**src/rtl/gmii_tx_framer.sv**
```systemverilog
// gmii_tx_framer: per-port GMII transmit framer.
// Takes the crossbar's unthrottled byte stream and emits preamble/SFD, the
// payload delayed through an 8-entry line, the CRC-32 FCS and the IFG.
// Optional build macro: TX_PAD_EN pads runt payloads with 0x00 up to
// P_MIN_FRAME bytes before the FCS.
// Ports:
//   clk_i, rst_i            clock, asynchronous active-high reset
//   tx_data_i, tx_ctrl_i    crossbar byte and frame-valid
//   gmii_txd_o/tx_en_o/tx_er_o  GMII transmit interface (tx_er held 0)
//   drop_o                  one-cycle pulse per dropped incoming frame
//   frame_cnt_o, drop_cnt_o wrapping statistics counters
module gmii_tx_framer #(
  parameter int unsigned P_IFG_BYTES = 12,
  parameter int unsigned P_MIN_FRAME = 60,
  parameter int unsigned P_CNT_WIDTH = 32
) (
  input  logic                   clk_i,
  input  logic                   rst_i,
  input  logic [7:0]             tx_data_i,
  input  logic                   tx_ctrl_i,
  output logic [7:0]             gmii_txd_o,
  output logic                   gmii_tx_en_o,
  output logic                   gmii_tx_er_o,
  output logic                   drop_o,
  output logic [P_CNT_WIDTH-1:0] frame_cnt_o,
  output logic [P_CNT_WIDTH-1:0] drop_cnt_o
);

  localparam int unsigned DLY_DEPTH = 8;
  localparam int unsigned CNT_W     = (P_IFG_BYTES > 8) ? $clog2(P_IFG_BYTES) : 3;
  localparam logic [CNT_W-1:0] IFG_LAST = CNT_W'(P_IFG_BYTES - 1);
  localparam logic [CNT_W-1:0] PRE_LAST = CNT_W'(7);
  localparam logic [CNT_W-1:0] SFD_CNT  = CNT_W'(6);
  localparam logic [CNT_W-1:0] FCS_LAST = CNT_W'(3);
  localparam logic [31:0] CRC_POLY = 32'hEDB88320;
  localparam logic [31:0] CRC_INIT = 32'hFFFFFFFF;

  typedef enum logic [2:0] {
    S_IDLE,
    S_PRE,
    S_DATA,
    S_FCS,
    S_IFG
  } state_e;

  state_e state_q, state_d;
  logic [CNT_W-1:0]             cnt_q, cnt_d;
  logic [31:0]                  crc_q, crc_d;
  logic [DLY_DEPTH-1:0][8:0]    line_q, line_d;   // {valid, data}; [0] head, [7] tail
  logic                         ctrl_prev_q, ctrl_prev_d;
  logic                         drop_act_q, drop_act_d;
  logic [7:0]                   txd_q, txd_d;
  logic                         tx_en_q, tx_en_d;
  logic                         tx_er_q;
  logic                         drop_q, drop_d;
  logic [P_CNT_WIDTH-1:0]       frame_cnt_q, frame_cnt_d;
  logic [P_CNT_WIDTH-1:0]       drop_cnt_q, drop_cnt_d;
`ifdef TX_PAD_EN
  logic [10:0]                  byte_cnt_q, byte_cnt_d;
`endif

  logic       rise;
  logic       accept;
  logic       emit;
  logic       more;
  logic [7:0] out_byte;
  logic [31:0] fcs;
  logic [1:0] fcs_idx;

  // One reflected CRC-32 step over a byte, LSB first.
  function automatic logic [31:0] crc32_byte(input logic [31:0] crc, input logic [7:0] data);
    logic [31:0] c;
    c = crc ^ {24'h000000, data};
    for (int i = 0; i < 8; i++) begin
      c = c[0] ? ((c >> 1) ^ CRC_POLY) : (c >> 1);
    end
    return c;
  endfunction

  // Next-state and registered-output computation.
  always_comb begin
    state_d     = state_q;
    cnt_d       = cnt_q;
    crc_d       = crc_q;
    txd_d       = 8'h00;
    tx_en_d     = 1'b0;
    drop_d      = 1'b0;
    frame_cnt_d = frame_cnt_q;
    drop_cnt_d  = drop_cnt_q;
    ctrl_prev_d = tx_ctrl_i;
    rise        = tx_ctrl_i & ~ctrl_prev_q;
    accept      = 1'b0;
    emit        = 1'b0;
    fcs         = ~crc_q;
    fcs_idx     = 2'(cnt_q + CNT_W'(1));
    out_byte    = line_q[DLY_DEPTH-1][7:0];
    more        = line_q[DLY_DEPTH-1][8];
`ifdef TX_PAD_EN
    byte_cnt_d  = byte_cnt_q;
    // Past the end of the payload, keep sending zeros until the minimum size.
    if (!more) out_byte = 8'h00;
    more = more | (byte_cnt_q < 11'(P_MIN_FRAME));
`endif

    case (state_q)
      S_IDLE: accept = rise;
      S_PRE: begin
        if (cnt_q == PRE_LAST) begin
          emit = 1'b1;
        end else begin
          cnt_d   = cnt_q + CNT_W'(1);
          tx_en_d = 1'b1;
          txd_d   = (cnt_q == SFD_CNT) ? 8'hD5 : 8'h55;
        end
      end
      S_DATA: emit = 1'b1;
      S_FCS: begin
        if (cnt_q == FCS_LAST) begin
          state_d     = S_IFG;
          cnt_d       = '0;
          frame_cnt_d = frame_cnt_q + P_CNT_WIDTH'(1);
        end else begin
          cnt_d   = cnt_q + CNT_W'(1);
          tx_en_d = 1'b1;
          txd_d   = 8'(fcs >> {fcs_idx, 3'b000});
        end
      end
      S_IFG: begin
        if (cnt_q == IFG_LAST) begin
          state_d = S_IDLE;
          accept  = rise;   // a rise on the exit cycle is taken, not dropped
        end else begin
          cnt_d = cnt_q + CNT_W'(1);
        end
      end
      default: state_d = S_IDLE;
    endcase

    // Emit one delay-line byte, or the first FCS byte once the payload ends.
    if (emit) begin
      tx_en_d = 1'b1;
      if (more) begin
        state_d = S_DATA;
        txd_d   = out_byte;
        crc_d   = crc32_byte(crc_q, out_byte);
`ifdef TX_PAD_EN
        if (byte_cnt_q != 11'h7FF) byte_cnt_d = byte_cnt_q + 11'd1;
`endif
      end else begin
        state_d = S_FCS;
        cnt_d   = '0;
        txd_d   = fcs[7:0];
      end
    end

    if (accept) begin
      state_d = S_PRE;
      cnt_d   = '0;
      tx_en_d = 1'b1;
      txd_d   = 8'h55;
      crc_d   = CRC_INIT;
`ifdef TX_PAD_EN
      byte_cnt_d = '0;
`endif
    end else if (rise) begin
      drop_d     = 1'b1;
      drop_cnt_d = drop_cnt_q + P_CNT_WIDTH'(1);
    end

    // A dropped frame stays masked (valid=0) until tx_ctrl_i falls.
    drop_act_d = (drop_act_q & tx_ctrl_i) | (rise & ~accept);
    line_d     = {line_q[DLY_DEPTH-2:0], {tx_ctrl_i & ~drop_act_d, tx_data_i}};
  end

  // State and output registers.
  always_ff @(posedge clk_i or posedge rst_i) begin
    if (rst_i) begin
      state_q     <= S_IDLE;
      cnt_q       <= '0;
      crc_q       <= CRC_INIT;
      line_q      <= '0;
      ctrl_prev_q <= 1'b0;
      drop_act_q  <= 1'b0;
      txd_q       <= 8'h00;
      tx_en_q     <= 1'b0;
      tx_er_q     <= 1'b0;
      drop_q      <= 1'b0;
      frame_cnt_q <= '0;
      drop_cnt_q  <= '0;
`ifdef TX_PAD_EN
      byte_cnt_q  <= '0;
`endif
    end else begin
      state_q     <= state_d;
      cnt_q       <= cnt_d;
      crc_q       <= crc_d;
      line_q      <= line_d;
      ctrl_prev_q <= ctrl_prev_d;
      drop_act_q  <= drop_act_d;
      txd_q       <= txd_d;
      tx_en_q     <= tx_en_d;
      tx_er_q     <= 1'b0;
      drop_q      <= drop_d;
      frame_cnt_q <= frame_cnt_d;
      drop_cnt_q  <= drop_cnt_d;
`ifdef TX_PAD_EN
      byte_cnt_q  <= byte_cnt_d;
`endif
    end
  end

  assign gmii_txd_o   = txd_q;
  assign gmii_tx_en_o = tx_en_q;
  assign gmii_tx_er_o = tx_er_q;
  assign drop_o       = drop_q;
  assign frame_cnt_o  = frame_cnt_q;
  assign drop_cnt_o   = drop_cnt_q;

endmodule

```
**config.mk**
```make
export PLATFORM = sky130hd
export DESIGN_NAME = gmii_tx_framer
export DESIGN_NICKNAME = d
export VERILOG_FILES = /design/src/rtl/gmii_tx_framer.sv
export SDC_FILE = /design/constraint.sdc
export NUM_CORES = 1
export LEC_CHECK = 0
export ABC_AREA = 0
export CAP_MARGIN = 40
export CELL_PAD_IN_SITES_DETAIL_PLACEMENT = 1
export CELL_PAD_IN_SITES_GLOBAL_PLACEMENT = 1
export CORE_ASPECT_RATIO = 1.1
export CORE_MARGIN = 2
export CORE_UTILIZATION = 49
export CTS_CLUSTER_DIAMETER = 100
export DETAILED_ROUTE_END_ITERATION = 16
export PLACE_DENSITY_LB_ADDON = 0.1
export SYNTH_ARGS = -nofsm -noshare
export SYNTH_HDL_FRONTEND = slang
export SYNTH_SLANG_ARGS = --single-unit
```
**constraint.sdc**
```tcl
create_clock -name clk_i -period 9.75 [get_ports clk_i]
set_input_delay 0.975 -clock clk_i [delete_from_list [all_inputs] [get_ports clk_i]]
set_output_delay 0.975 -clock clk_i [all_outputs]
set_load 0.05 [all_outputs]
```
# After elaboration in Yosys (flattened, before gate mapping)
# Index checks and enable logic that the tools add are counted.
[word_totals]
reg_bits = 187
in_bits = 11
output_inout_bits = 75
word_cells = 101
[op_classes]
n_addsub = 3
eq_ne = 11
shift = 1
mux = 42
n_bitwise = 18
reduce_logical = 8
[op_table]
columns = ["operator", "n"]
rows = [
  ["32-bit two-way mux", 11],
  ["13-bit inverter with 14-bit output", 8],
  ["32-bit by 1-bit adder with 32-bit output, second input constant", 2],
  ["8-bit two-way mux", 6],
  ["32-bit inverter", 1],
  ["32-bit by 5-bit right shift with 8-bit output", 1],
  ["32-bit by 8-bit bitwise XOR with 32-bit output", 1],
  ["4-bit two-way mux", 6],
  ["8-bit case mux with 2 select lines", 1],
  ["3-bit two-way mux", 4],
  ["4-bit case mux with 3 select lines", 1],
  ["1-bit two-way mux", 9],
  ["3-bit case mux with 3 select lines", 1],
  ["4-bit by 3-bit == test with 1-bit output, second input constant", 2],
  ["4-bit inequality test, second input constant", 2],
  ["3-bit by 2-bit == test with 1-bit output, second input constant", 2],
  ["1-bit case mux with 2 select lines", 3],
  ["2-bit AND reduction", 3],
  ["4-bit by 1-bit adder with 4-bit output, second input constant", 1],
  ["1-bit AND", 4],
  ["4-bit by 2-bit == test with 1-bit output, second input constant", 1],
  ["4-bit == test, second input constant", 1],
  ["2-bit nonzero test", 2],
  ["3-bit by 1-bit == test with 1-bit output, second input constant", 1],
  ["7 further kinds", 9],
]

# Longest topological paths before layout
# Gate-level depths: netlist of run 1.
[depth]
ltp_word = 20
ltp_mapped = 8
mapped_depth_nobuf = 6

# Least setup slack after synthesis of run 1
# No wires, ideal clock.
[synth_timing]
kind = "register -> register"
startpoint = "reg drop_cnt_q[2] (netlist: drop_cnt_o[2])"
endpoint = "reg drop_cnt_q[13] (netlist: drop_cnt_o[13])"
setup_time_ps = 82
arrival_ps = 2131
required_ps = 9668
slack_ps = 7537
stages_incl_launch_ff = 6
path_buffers = 0
synth_period_minus_slack_ps = 2213
path_cell_list = "dfrtp_1 > nand3_1 > or4_1 > or3b_2 > nor2_1 > xor2_1"
[synth_between]
elab_chain_len = 1
[synth_rtl]
columns = ["element", "line_no", "source"]
rows = [
  ["start, declared", "57", "logic [P_CNT_WIDTH-1:0] drop_cnt_q, drop_cnt_d;"],
  ["start signal, assigned", "205", "drop_cnt_q <= drop_cnt_d;"],
  ["32-bit by 1-bit adder with 32-bit output", "167", "drop_cnt_d = drop_cnt_q + P_CNT_WIDTH'(1);"],
]
# No other way between the ends.
# A chain may end at the register's enable or synchronous reset.

# Final worst setup path of run 1
[layout_timing]
startpoint = "reg cnt_q[0]"
endpoint = "reg frame_cnt_q[30] (netlist: frame_cnt_o[30])"
[layout_between]
elab_chain_len = 2
[layout_rtl]
columns = ["element", "line_no", "source"]
rows = [
  ["start, declared", "47", "logic [CNT_W-1:0] cnt_q, cnt_d;"],
  ["start signal, assigned", "195", "cnt_q <= cnt_d;"],
  ["4-bit by 2-bit == test with 1-bit output", "118", "if (cnt_q == FCS_LAST) begin"],
  ["2-bit AND reduction (no source line)", "n/a", ""],
  ["end signal, assigned", "204", "frame_cnt_q <= frame_cnt_d;"],
  ["end, declared", "56", "logic [P_CNT_WIDTH-1:0] frame_cnt_q, frame_cnt_d;"],
]
# No other way between the ends.

==> results.yml, run 1 <==
final_layout:
  nNetsFinal: 725
  n_antenna_cell: 0
  area_delta_synth_final_pct: 20.20
  finish.instance_area_um2: 9389
  drive_gt1_share_pct: 13.43
placement:
  portBuffers: 84
  hpwl_mm: 12.16
  placed_area_um2: 8818
  gp_congestion: 0.8221
timing:
  hold_viol: 0
  grt_setup_unrepaired: "false"
  worstMarginPinSlew_ns: 0.8033
  timing.final.crit_share_pct: 31.64
  max-slew-margin-rel_pct: 46.16
  setup_viol: 0
  final-max-slew-violation-count: 0
  max_freq_mhz: 324.1
  fin_crit_ns: 3.085
  tns_ns: 0
  finalClockSkew_ns: 0.01122
critical_path:
  cp.required_ns: 10.07
  rrSetupSlack_ns: 6.66
  r2r_end: "frame_cnt_o[30]$_DFFE_PP0P_"
  rr_startpoint: "cnt_q[0]$_DFF_PP0_"
  path_class: "flop to flop"
  crit_path_end_kind: "flop"
  crit_arrival_ns: 3.41
  reg2regPathDepth: 6
  timing.critical_path.from_type: "flop"
  cp_max_fo: 13
logic_synthesis:
  synth.avg_cell_area_um2: 12.44
  synth_cells: 628
  synthArstFlopShare_pct: 100.0
  seq_area_frac_synth_pct: 60.42
  synth_edf_count: 0
  synth-main-ff-cell: "dfrtp_1"
  synthDistinctLibCells: 55
  syn-num-nets: 643
  yosysWarnings: 0
  syn-cell-area_um2: 7811
  ys_ff_latch: 187
route:
  top_layer_used: "met4"
  drc: 0
  drtAntennaViolNets: 0
  wl_per_cell_um: 19.70
  vias: 5045
  vias_per_cell: 5.472
  drt-pass1-iter-count: 4
  routed_wl_mm: 18.16
  dr_wl_met2_mm: 9.524
  wirelength_met1_mm: 7.897
  drtIter0Drc: 217
  met3WireLength_um: 488
worst_hold_path:
  whs_path_depth: 0
  whs_endpoint: "line_d[30]$_DFF_PP0_"
  hp-start: "line_d[21]$_DFF_PP0_"
  hold_path_class: "flop to flop"
clock_network:
  numCtsBuffers: 17
  clk-insertion-delay-late_ns: 0.44
  cts_tree: "done"
  cts.path.max_buffers: 2
  cts_sinks: 187
  post_cts_resized: 0
  clk_pin_slew_ns: 0.07
  cts-root-buf: "clkbuf_16"
  cts_max_level: 4
  post_cts_buffers: 0
  cts_hold_buffers: 0
floorplan:
  io_pins: 86
  die_x_um: 124.4
  core-area_um2: 15680
  die_y_um: 136.4
  fp-row-count: 48
  initial_core_util_pct: 49.83
  die_area_um2: 16970
power_and_ir_drop:
  leakage_nw: 3.951
  clkPwrFrac_pct: 25.7
  intPower_mw: 1.658
  sequentialPowerShare_pct: 40.0
  p_sw_mw: 0.9402
  pwr-share-comb_pct: 34.2
  swShare_pct: 36.19
  ir_worst_vdd_mv: 0.1503
  powerDensity_nw_per_um2: 276.7
global_routing:
  grt_max_degree: 74
  grt_pass1_wl_mm: 30.45
  grt_pass1_vias: 5604
  grt_use_total_pct: 23.03
  grt-ovfl-total: 0
  antenna_found_initial: 0
run_status:
  status: "finished clean"
run:
  cap_viol_max_count: 0
-- worst max-delay path by stage --
stage | start | to | slack, ns
finish | cnt_q[0]$_DFF_PP0_ | frame_cnt_o[30]$_DFFE_PP0P_ | 6.66
global route | cnt_q[0]$_DFF_PP0_ | frame_cnt_o[30]$_DFFE_PP0P_ | 6.29
CTS | cnt_q[0]$_DFF_PP0_ | frame_cnt_o[30]$_DFFE_PP0P_ | 6.60
detailed placement | rst_i | gmii_tx_en_o$_DFF_PP0_ | 6.20
global placement | rst_i | gmii_txd_o[5]$_DFF_PP0_ | 6.29
floorplan | rst_i | cnt_q[0]$_DFF_PP0_ | 3.74
-- layout by cell type, fill, tap and decap left out, types with 2 or more instances in the layout --
master / instances
or4_1: 2
mux4_2: 8
clkdlybuf4s50_1: 84
xor2_1: 35
xnor2_1: 91
nor4_1: 3
o21a_1: 4
and4_1: 5
nor2_1: 26
nor3b_1: 2
nand2b_1: 3
mux2i_1: 3
ha_1: 4
and2_1: 3
dfrtp_1: 155
mux2_2: 2
a21o_1: 5
inv_1: 8
nand3b_1: 3
xnor2_2: 8
buf_4: 4
dfstp_2: 32
clkbuf_16: 17
nand4_1: 12
clkinv_4: 2
nor2b_1: 3
o21ai_0: 4
nor2_2: 3
inv_6: 5
a21oi_1: 49
nand3_1: 24
nor3_1: 36
and3_1: 14
nand2_1: 32
clkbuf_8: 5
o22ai_1: 3
-- cell families (layout without fill, tap and decap cells) --
| family | Yosys count | in the layout | share of synthesized area, % |
|---|---|---|---|
| fa+ha+maj | 4 | 4 | 0.6407 |
| simple gates | 182 | 182 | 12.65 |
| flops | 187 | 187 | 60.42 |
| compound gates | 73 | 73 | 5.511 |
| mux | 13 | 13 | 2.979 |
| buf+inv | 34 | 128 | 1.954 |
| other cells | 1 | 1 | 0.04801 |
| xor+xnor | 134 | 134 | 15.79 |
-- worst max-delay path, stage by stage, from the launching register on --
cell and delay, ns:
dfrtp_1 0.87, ha_1 0.40, nor3b_4 0.33, nand3_1 0.27, nor4_1 0.72, nand4_1 0.22
xnor2_1 0.17
-- metal layers --
| metal | global-route usage [%] | vias up |
|---|---|---|
| met5 | 0 | - |
| li1 | - | 2306 |
| met4 | 8.365 | 0 |
| met3 | 3.896 | 19 |
| met1 | 30.11 | 2633 |
| met2 | 39.13 | 87 |
-- stage by stage --
step | std cells | setup slack (ns) | util, % | hold WS, ns | power, mW
finish | 922 | 6.665 | 59.90 | 0.3411 | 2.598
global route | 922 | 6.292 | 59.90 | 0.3557 | 2.737
CTS | 922 | 6.600 | 59.90 | 0.3507 | 2.616
detailed placement | 891 | 6.205 | 56.26 | 0.3356 | 1.930
global placement | 891 | 6.294 | 56.26 | 0.3321 | 1.897
floorplan | 628 | 3.743 | - | 0.3312 | 1.693
-- cell usage after synthesis, types with 10 or more instances --
library cell	n	area share, %
nand4_1	12	0.96
dfrtp_1	155	50
clkbuf_1	10	0.48
a21oi_1	49	3.1
xnor2_1	91	10
buf_2	11	0.70
nand2_1	32	1.5
and3_1	14	1.1
xor2_1	35	3.9
nor3_1	36	2.3
dfstp_2	32	11
nor2_1	26	1.2
nand3_1	24	1.5
-- cell type report --
type / count / area (µm²)
Clock buffer: 22 / 494.2
Clock inverter: 9 / 76.32
Fill cell: 1552 / 6286
Inverter: 9 / 38.79
Multi-Input combinational cell: 407 / 2939
Sequential cell: 187 / 4720
Tap cell: 200 / 250.2
Timing Repair Buffer: 88 / 870.8
-- flip-flops by register name, indices dropped and copies added (netlist names) --
name and cells:
gmii_tx_en_o 1, line_q 9, drop_act_q 1, gmii_txd_o 8
ctrl_prev_q 1, crc_q 32, drop_o 1, cnt_q 4
frame_cnt_o 32, drop_cnt_o 32, line_d 63, state_q 3
-- power groups by stage --
stage               Sequential, mW  Clock [mW]  Combinational, mW
finish                        1.04       0.669              0.890
global route                  1.06       0.716              0.964
CTS                           1.04       0.681              0.895
detailed placement            1.05           0              0.879
global placement              1.04           0              0.855
floorplan                     1.09           0              0.599
Power figures use the tool's default switching activity.
==> run 2, diff against run 1 <==
--- a/config.mk
+++ b/config.mk
@@ -11,7 +11,7 @@
 export CELL_PAD_IN_SITES_GLOBAL_PLACEMENT = 1
 export CORE_ASPECT_RATIO = 1.1
 export CORE_MARGIN = 2
-export CORE_UTILIZATION = 49
+export CORE_UTILIZATION = 41
 export CTS_CLUSTER_DIAMETER = 100
 export DETAILED_ROUTE_END_ITERATION = 16
 export PLACE_DENSITY_LB_ADDON = 0.1
==> constraint.sdc (replaced) <==
create_clock -name clk_i -period 2.6 [get_ports clk_i]
set_input_delay 0.26 -clock clk_i [delete_from_list [all_inputs] [get_ports clk_i]]
set_output_delay 0.26 -clock clk_i [all_outputs]
set_load 0.05 [all_outputs]
==> results.yml, run 2 (synthesized netlist as in run 1, its figures left out) <==
clock_network:
  cts-root-buf: "clkbuf_16"
  cts_hold_buffers: 0
  clk-insertion-delay-late_ns: 0.44
  numCtsBuffers: 17
  cts_tree: "done"
  cts.path.max_buffers: 2
  cts_sinks: 187
  post_cts_resized: 0
  clk_pin_slew_ns: 0.08
  cts_max_level: 4
  post_cts_buffers: 0
critical_path:
  crit_arrival_ns: 2.72
  crit_end: "frame_cnt_o[25]$_DFFE_PP0P_"
  path_class: "flop to flop"
  rrSetupSlack_ns: 0.25
  r2r_end: "frame_cnt_o[25]$_DFFE_PP0P_"
  crit_path_end_kind: "flop"
  cp.required_ns: 2.97
  timing.critical_path.from_type: "flop"
  rr_startpoint: "cnt_q[1]$_DFF_PP0_"
  reg2regPathDepth: 6
  critical_path.startpoint: "cnt_q[1]$_DFF_PP0_"
  cp_max_fo: 7
final_layout:
  area_delta_synth_final_pct: 24.25
  largest_register_ffs: 63
  layout_commonest_cell: "dfrtp_1"
  nNetsFinal: 744
  final_cell_mix: "dfrtp_1, xnor2_1, clkdlybuf4s50_1, a21oi_1, nor3_1"
  nFillCells: 1921
  fin_util_pct: 52.34
  finish.instance_area_um2: 9706
  drive_gt1_share_pct: 15.77
global_routing:
  grt_pass1_wl_mm: 29.49
  grt_max_degree: 65
  antenna_found_initial: 0
  grt_pass1_vias: 5565
  grt-ovfl-total: 0
  grt_use_total_pct: 18.90
route:
  vias_per_cell: 5.131
  wl_per_cell_um: 17.79
  drt-pass1-iter-count: 4
  drtIter0Drc: 216
  vias: 5064
  drtAntennaViolNets: 0
  drc: 0
  routed_wl_mm: 17.56
timing:
  worstMarginPinSlew_ns: 0.6713
  tns_ns: 0
  fin_crit_ns: 2.350
  max_freq_mhz: 425.5
  max-slew-margin-rel_pct: 55.02
  finalClockSkew_ns: 0.01356
  setup_viol: 0
  final-max-slew-violation-count: 0
  timing.final.crit_share_pct: 90.40
  hold_viol: 0
  grt_setup_unrepaired: "false"
run_status:
  status: "finished clean"
floorplan:
  fp-row-count: 52
  initial_core_util_pct: 42.13
  die_x_um: 135.6
  core-area_um2: 18540
  die_y_um: 148.8
  die_area_um2: 20170
  io_pins: 86
power_and_ir_drop:
  swShare_pct: 37.09
  intPower_mw: 6.275
  clkPwrFrac_pct: 26.9
  leakage_nw: 4.082
  pwr-share-comb_pct: 34.7
  ir_worst_vdd_mv: 0.6598
  powerDensity_nw_per_um2: 1028
  p_sw_mw: 3.699
  sequentialPowerShare_pct: 38.4
placement:
  gp_congestion: 0.7691
  placed_area_um2: 9076
  hpwl_mm: 12.25
  portBuffers: 84
worst_hold_path:
  hold_path_class: "primary input to asynchronous set/reset pin"
run:
  cap_viol_max_count: 0
run 2: cell type report:
| class | count | area [µm²] | area share [%] |
|---|---|---|---|
| Clock buffer | 17 | 425.4 | 4.383 |
| Inverter | 9 | 37.54 | 0.3867 |
| Multi-Input combinational cell | 407 | 2939 | 30.28 |
| Timing Repair Buffer | 107 | 1076 | 11.09 |
| Tap cell | 243 | 304.0 | 3.133 |
| Antenna cell | 2 | 5.005 | 0.05157 |
| Sequential cell | 187 | 4720 | 48.63 |
| Clock inverter | 15 | 198.9 | 2.050 |
run 2: layer usage:
metal | global-route usage, % | vias up | part of all wire, % | wire length [µm]
met4 | 6.042 | 0 | 1.6 | 283
met2 | 32.73 | 83 | 53 | 9246
met5 | 0 | - | 0 | 0
met3 | 3.534 | 21 | 2.9 | 513
met1 | 23.99 | 2617 | 43 | 7517
li1 | - | 2343 | - | -
run 2: how the worst min path moves through the flow:
stage | from | endpoint | slack (ns) | cells past startpoint
2_1_floorplan | tx_ctrl_i | ctrl_prev_q$_DFF_PP0_ | 0.29 | 0
3_3_place_gp | line_d[11]$_DFF_PP0_ | line_d[20]$_DFF_PP0_ | 0.33 | 0
3_5_place_dp | line_d[21]$_DFF_PP0_ | line_d[30]$_DFF_PP0_ | 0.34 | 0
4_1_cts | rst_i | line_q[69]$_DFF_PP0_ | 0.19 | 2
5_1_grt | rst_i | line_q[69]$_DFF_PP0_ | 0.20 | 2
6_report | rst_i | line_d[69]$_DFF_PP0_ | 0.19 | 2
run 2: critical path, cell delays in order, from the launching register on:
cell,delay [ns]
dfrtp_1,0.41
ha_1,0.29
nor3b_4,0.34
nand4_2,0.20
or4_1,0.73
nor2_2,0.17
xor2_1,0.16
run 2: through the flow:
step                setup slack (ns)  hold slack [ns]  power (mW)  instances
finish                        0.2496           0.1937       9.974        987
global route                 0.04578           0.1965       10.54        985
CTS                           0.2328           0.1863       10.10        985
detailed placement            0.2395           0.3358       7.350        953
global placement              0.3674           0.3316       7.242        953
floorplan                   -0.04037           0.2914       6.348        628
run 2: power groups by stage:
stage / sequential [mW] / combinational [mW] / clock, mW
floorplan: 4.10 / 2.25 / 0
global placement: 3.85 / 3.39 / 0
detailed placement: 3.88 / 3.47 / 0
CTS: 3.84 / 3.51 / 2.75
global route: 3.90 / 3.77 / 2.87
finish: 3.83 / 3.46 / 2.68
==> run 3, diff against run 2 <==
--- a/config.mk
+++ b/config.mk
@@ -5,13 +5,13 @@
 export SDC_FILE = /design/constraint.sdc
 export NUM_CORES = 1
 export LEC_CHECK = 0
-export ABC_AREA = 0
+export ABC_AREA = 1
 export CAP_MARGIN = 40
 export CELL_PAD_IN_SITES_DETAIL_PLACEMENT = 1
 export CELL_PAD_IN_SITES_GLOBAL_PLACEMENT = 1
 export CORE_ASPECT_RATIO = 1.1
 export CORE_MARGIN = 2
-export CORE_UTILIZATION = 41
+export CORE_UTILIZATION = 40
 export CTS_CLUSTER_DIAMETER = 100
 export DETAILED_ROUTE_END_ITERATION = 16
 export PLACE_DENSITY_LB_ADDON = 0.1
==> results.yml, run 3 <==
clock_network:
  cts_sinks: 187
  cts_tree: "done"
  cts.path.max_buffers: 2
  post_cts_resized: 0
  cts_hold_buffers: 0
  clk_pin_slew_ns: 0.09
  cts_max_level: 4
  numCtsBuffers: 17
  post_cts_buffers: 0
  cts-root-buf: "clkbuf_16"
  clk-insertion-delay-late_ns: 0.44
critical_path:
  crit_end: "crc_q[23]$_DFFE_PP1P_"
  r2r_end: "crc_q[23]$_DFFE_PP1P_"
  path_delay_family: "simple AND/OR/NAND/NOR gates"
  timing.critical_path.from_type: "flop"
  cp.required_ns: 2.98
  crit_path_end_kind: "flop"
  critical_path.startpoint: "cnt_q[1]$_DFF_PP0_"
  worstSetupPathDepth: 10
  reg2regPathDepth: 10
  cp_max_fo: 24
  crit_slowest_cell: "dfrtp_1"
  path_class: "flop to flop"
  crit_chain: "ha_1 -> nand3_1 -> nor2_1 -> inv_2 -> nand2_4 -> nand2_8 -> inv_4 -> nand3_1 -> o21ai_0 -> nor2_1"
  rr_startpoint: "cnt_q[1]$_DFF_PP0_"
  rrSetupSlack_ns: 0.50
  crit_arrival_ns: 2.48
  max_stage_delay_ns: 0.40
  crit_buf_inv: 2
logic_synthesis:
  ys_ff_latch: 187
  synthDistinctLibCells: 48
  synth_area_leaders: "dfrtp_1, nand2_1, dfstp_2"
  yosysMostFrequentCell: "nand2_1"
  synth_common_cells: "nand2_1, dfrtp_1, inv_1"
  synthDominantCellAreaShare_pct: 42.87
  syn-num-nets: 1046
  synth.avg_cell_area_um2: 8.777
  yosysTopAreaCell: "dfrtp_1"
  syn-cell-area_um2: 9049
  synth_cells: 1031
  yosysWarnings: 0
  synthArstFlopShare_pct: 100.0
  synth-main-ff-cell: "dfrtp_1"
  seq_area_frac_synth_pct: 52.16
  synth_edf_count: 0
worst_hold_path:
  hold_path_class: "primary input to flop"
  hp-start: "tx_data_i[5]"
  whs_path_depth: 1
timing:
  max-slew-margin-rel_pct: 64.59
  final-max-slew-violation-count: 0
  setup_viol: 0
  fin_crit_ns: 2.100
  max_freq_mhz: 476.2
  worstMarginPinSlew_ns: 0.5296
  finalClockSkew_ns: 0.01807
  timing.final.crit_share_pct: 80.78
  grt_setup_unrepaired: "false"
  hold_viol: 0
  tns_ns: 0
final_layout:
  nFillCells: 2590
  nNetsFinal: 1145
  final_cell_mix: "nand2_1, dfrtp_1, inv_1, nor2_1, clkdlybuf4s50_1"
  fin_util_pct: 49.29
  layout_commonest_cell: "nand2_1"
  largest_register_ffs: 63
  area_delta_synth_final_pct: 20.82
  drive_gt1_share_pct: 11.72
  n_antenna_cell: 0
  finish.instance_area_um2: 10930
floorplan:
  fp-row-count: 57
  die_x_um: 147.4
  initial_core_util_pct: 40.80
  die_y_um: 161.7
  io_pins: 86
  core-area_um2: 22180
  die_area_um2: 23840
global_routing:
  grt_max_degree: 68
  grt_pass1_vias: 7565
  grt_use_met1_pct: 29.47
  grt_pass1_wl_mm: 40.30
  grt_busiest_layer: "met2"
  grt-ovfl-total: 0
  met3_usage_pct: 2.781
  antenna_found_initial: 0
  grt_use_total_pct: 21.34
  globalRouteMet2Util_pct: 36.09
power_and_ir_drop:
  ir_worst_vdd_mv: 0.4914
  powerDensity_nw_per_um2: 983.8
  leakage_nw: 5.141
route:
  wl_per_cell_um: 16.69
  drtIter0Drc: 320
  vias: 7048
  drt-pass1-iter-count: 4
  drtAntennaViolNets: 0
  drc: 0
  routed_wl_mm: 24.00
  vias_per_cell: 4.901
placement:
  placed_area_um2: 10290
  gp_congestion: 0.8462
  hpwl_mm: 17.25
  portBuffers: 84
run:
  cap_viol_max_count: 0
run_status:
  status: "finished clean"
==> run 3: cell types whose count changed after synthesis, moves of 20 or more <==
| cell | before | now |
|---|---|---|
| xor2_1 | 35 | 63 |
| a21oi_1 | 49 | 29 |
| xnor2_1 | 91 | 29 |
| nand3_1 | 24 | 57 |
| nor2_1 | 26 | 89 |
| o21ai_0 | 4 | 33 |
| inv_1 | 9 | 110 |
| nand2_1 | 32 | 298 |
==> run 3: report_power, final <==
group          internal (mW)  switching, mW  total [mW]
combinational           1.28           2.81        4.09
sequential              3.48          0.362        3.84
clock                   1.37           1.45        2.83
==> run 3: per-layer routing <==
metal | wire length, µm | up-vias
met1 | 11540 | 3503
met3 | 503 | 26
met2 | 11650 | 92
met4 | 308 | 0
met5 | 0 | -
li1 | - | 3427
==> run 3: how the worst min path moves through the flow <==
stage                            end  slack, ns
3_5_place_dp    line_d[27]$_DFF_PP0_       0.34
3_3_place_gp    line_q[64]$_DFF_PP0_       0.33
4_1_cts         line_d[14]$_DFF_PP0_       0.22
2_1_floorplan  ctrl_prev_q$_DFF_PP0_       0.29
6_report        line_d[14]$_DFF_PP0_       0.24
5_1_grt         line_d[14]$_DFF_PP0_       0.22
==> run 3: cells by family (layout without fill, tap and decap cells) <==
family                     count (synthesis)  count (layout)  share of synthesized area (%)
other                                      1               1                        0.04144
adders and majority gates                  4               4                         0.5531
buffers and inverters                    135             247                          6.208
DFF                                      187             187                          52.16
xor gates and xnor gates                  92              92                          8.905
and+or+nand+nor                          519             519                          26.05
AOI/OAI and AO/OA                         93              93                          6.084
==> run 3: per-stage QoR <==
step | std cells | power [mW] | setup WS (ns) | hold WS [ns]
after floorplan | 1031 | 6.670 | -0.04037 | 0.2914
after global placement | 1406 | 7.875 | 0.6117 | 0.3315
after detailed placement | 1406 | 7.948 | 0.5450 | 0.3355
after CTS | 1438 | 10.85 | 0.5052 | 0.2241
after global routing | 1438 | 11.49 | 0.3012 | 0.2240
final | 1438 | 10.76 | 0.4998 | 0.2450
==> run 3: area by class of cell <==
| type | instances | area (µm²) | area share (%) |
|---|---|---|---|
| repair buffers | 95 | 960.9 | 8.789 |
| well taps | 295 | 369.1 | 3.376 |
| flip-flops and latches | 187 | 4720 | 43.17 |
| clock buffers | 17 | 425.4 | 3.891 |
| clock inverters | 15 | 221.5 | 2.026 |
| inverters | 120 | 469.2 | 4.292 |
| multi-input cells | 709 | 3767 | 34.46 |
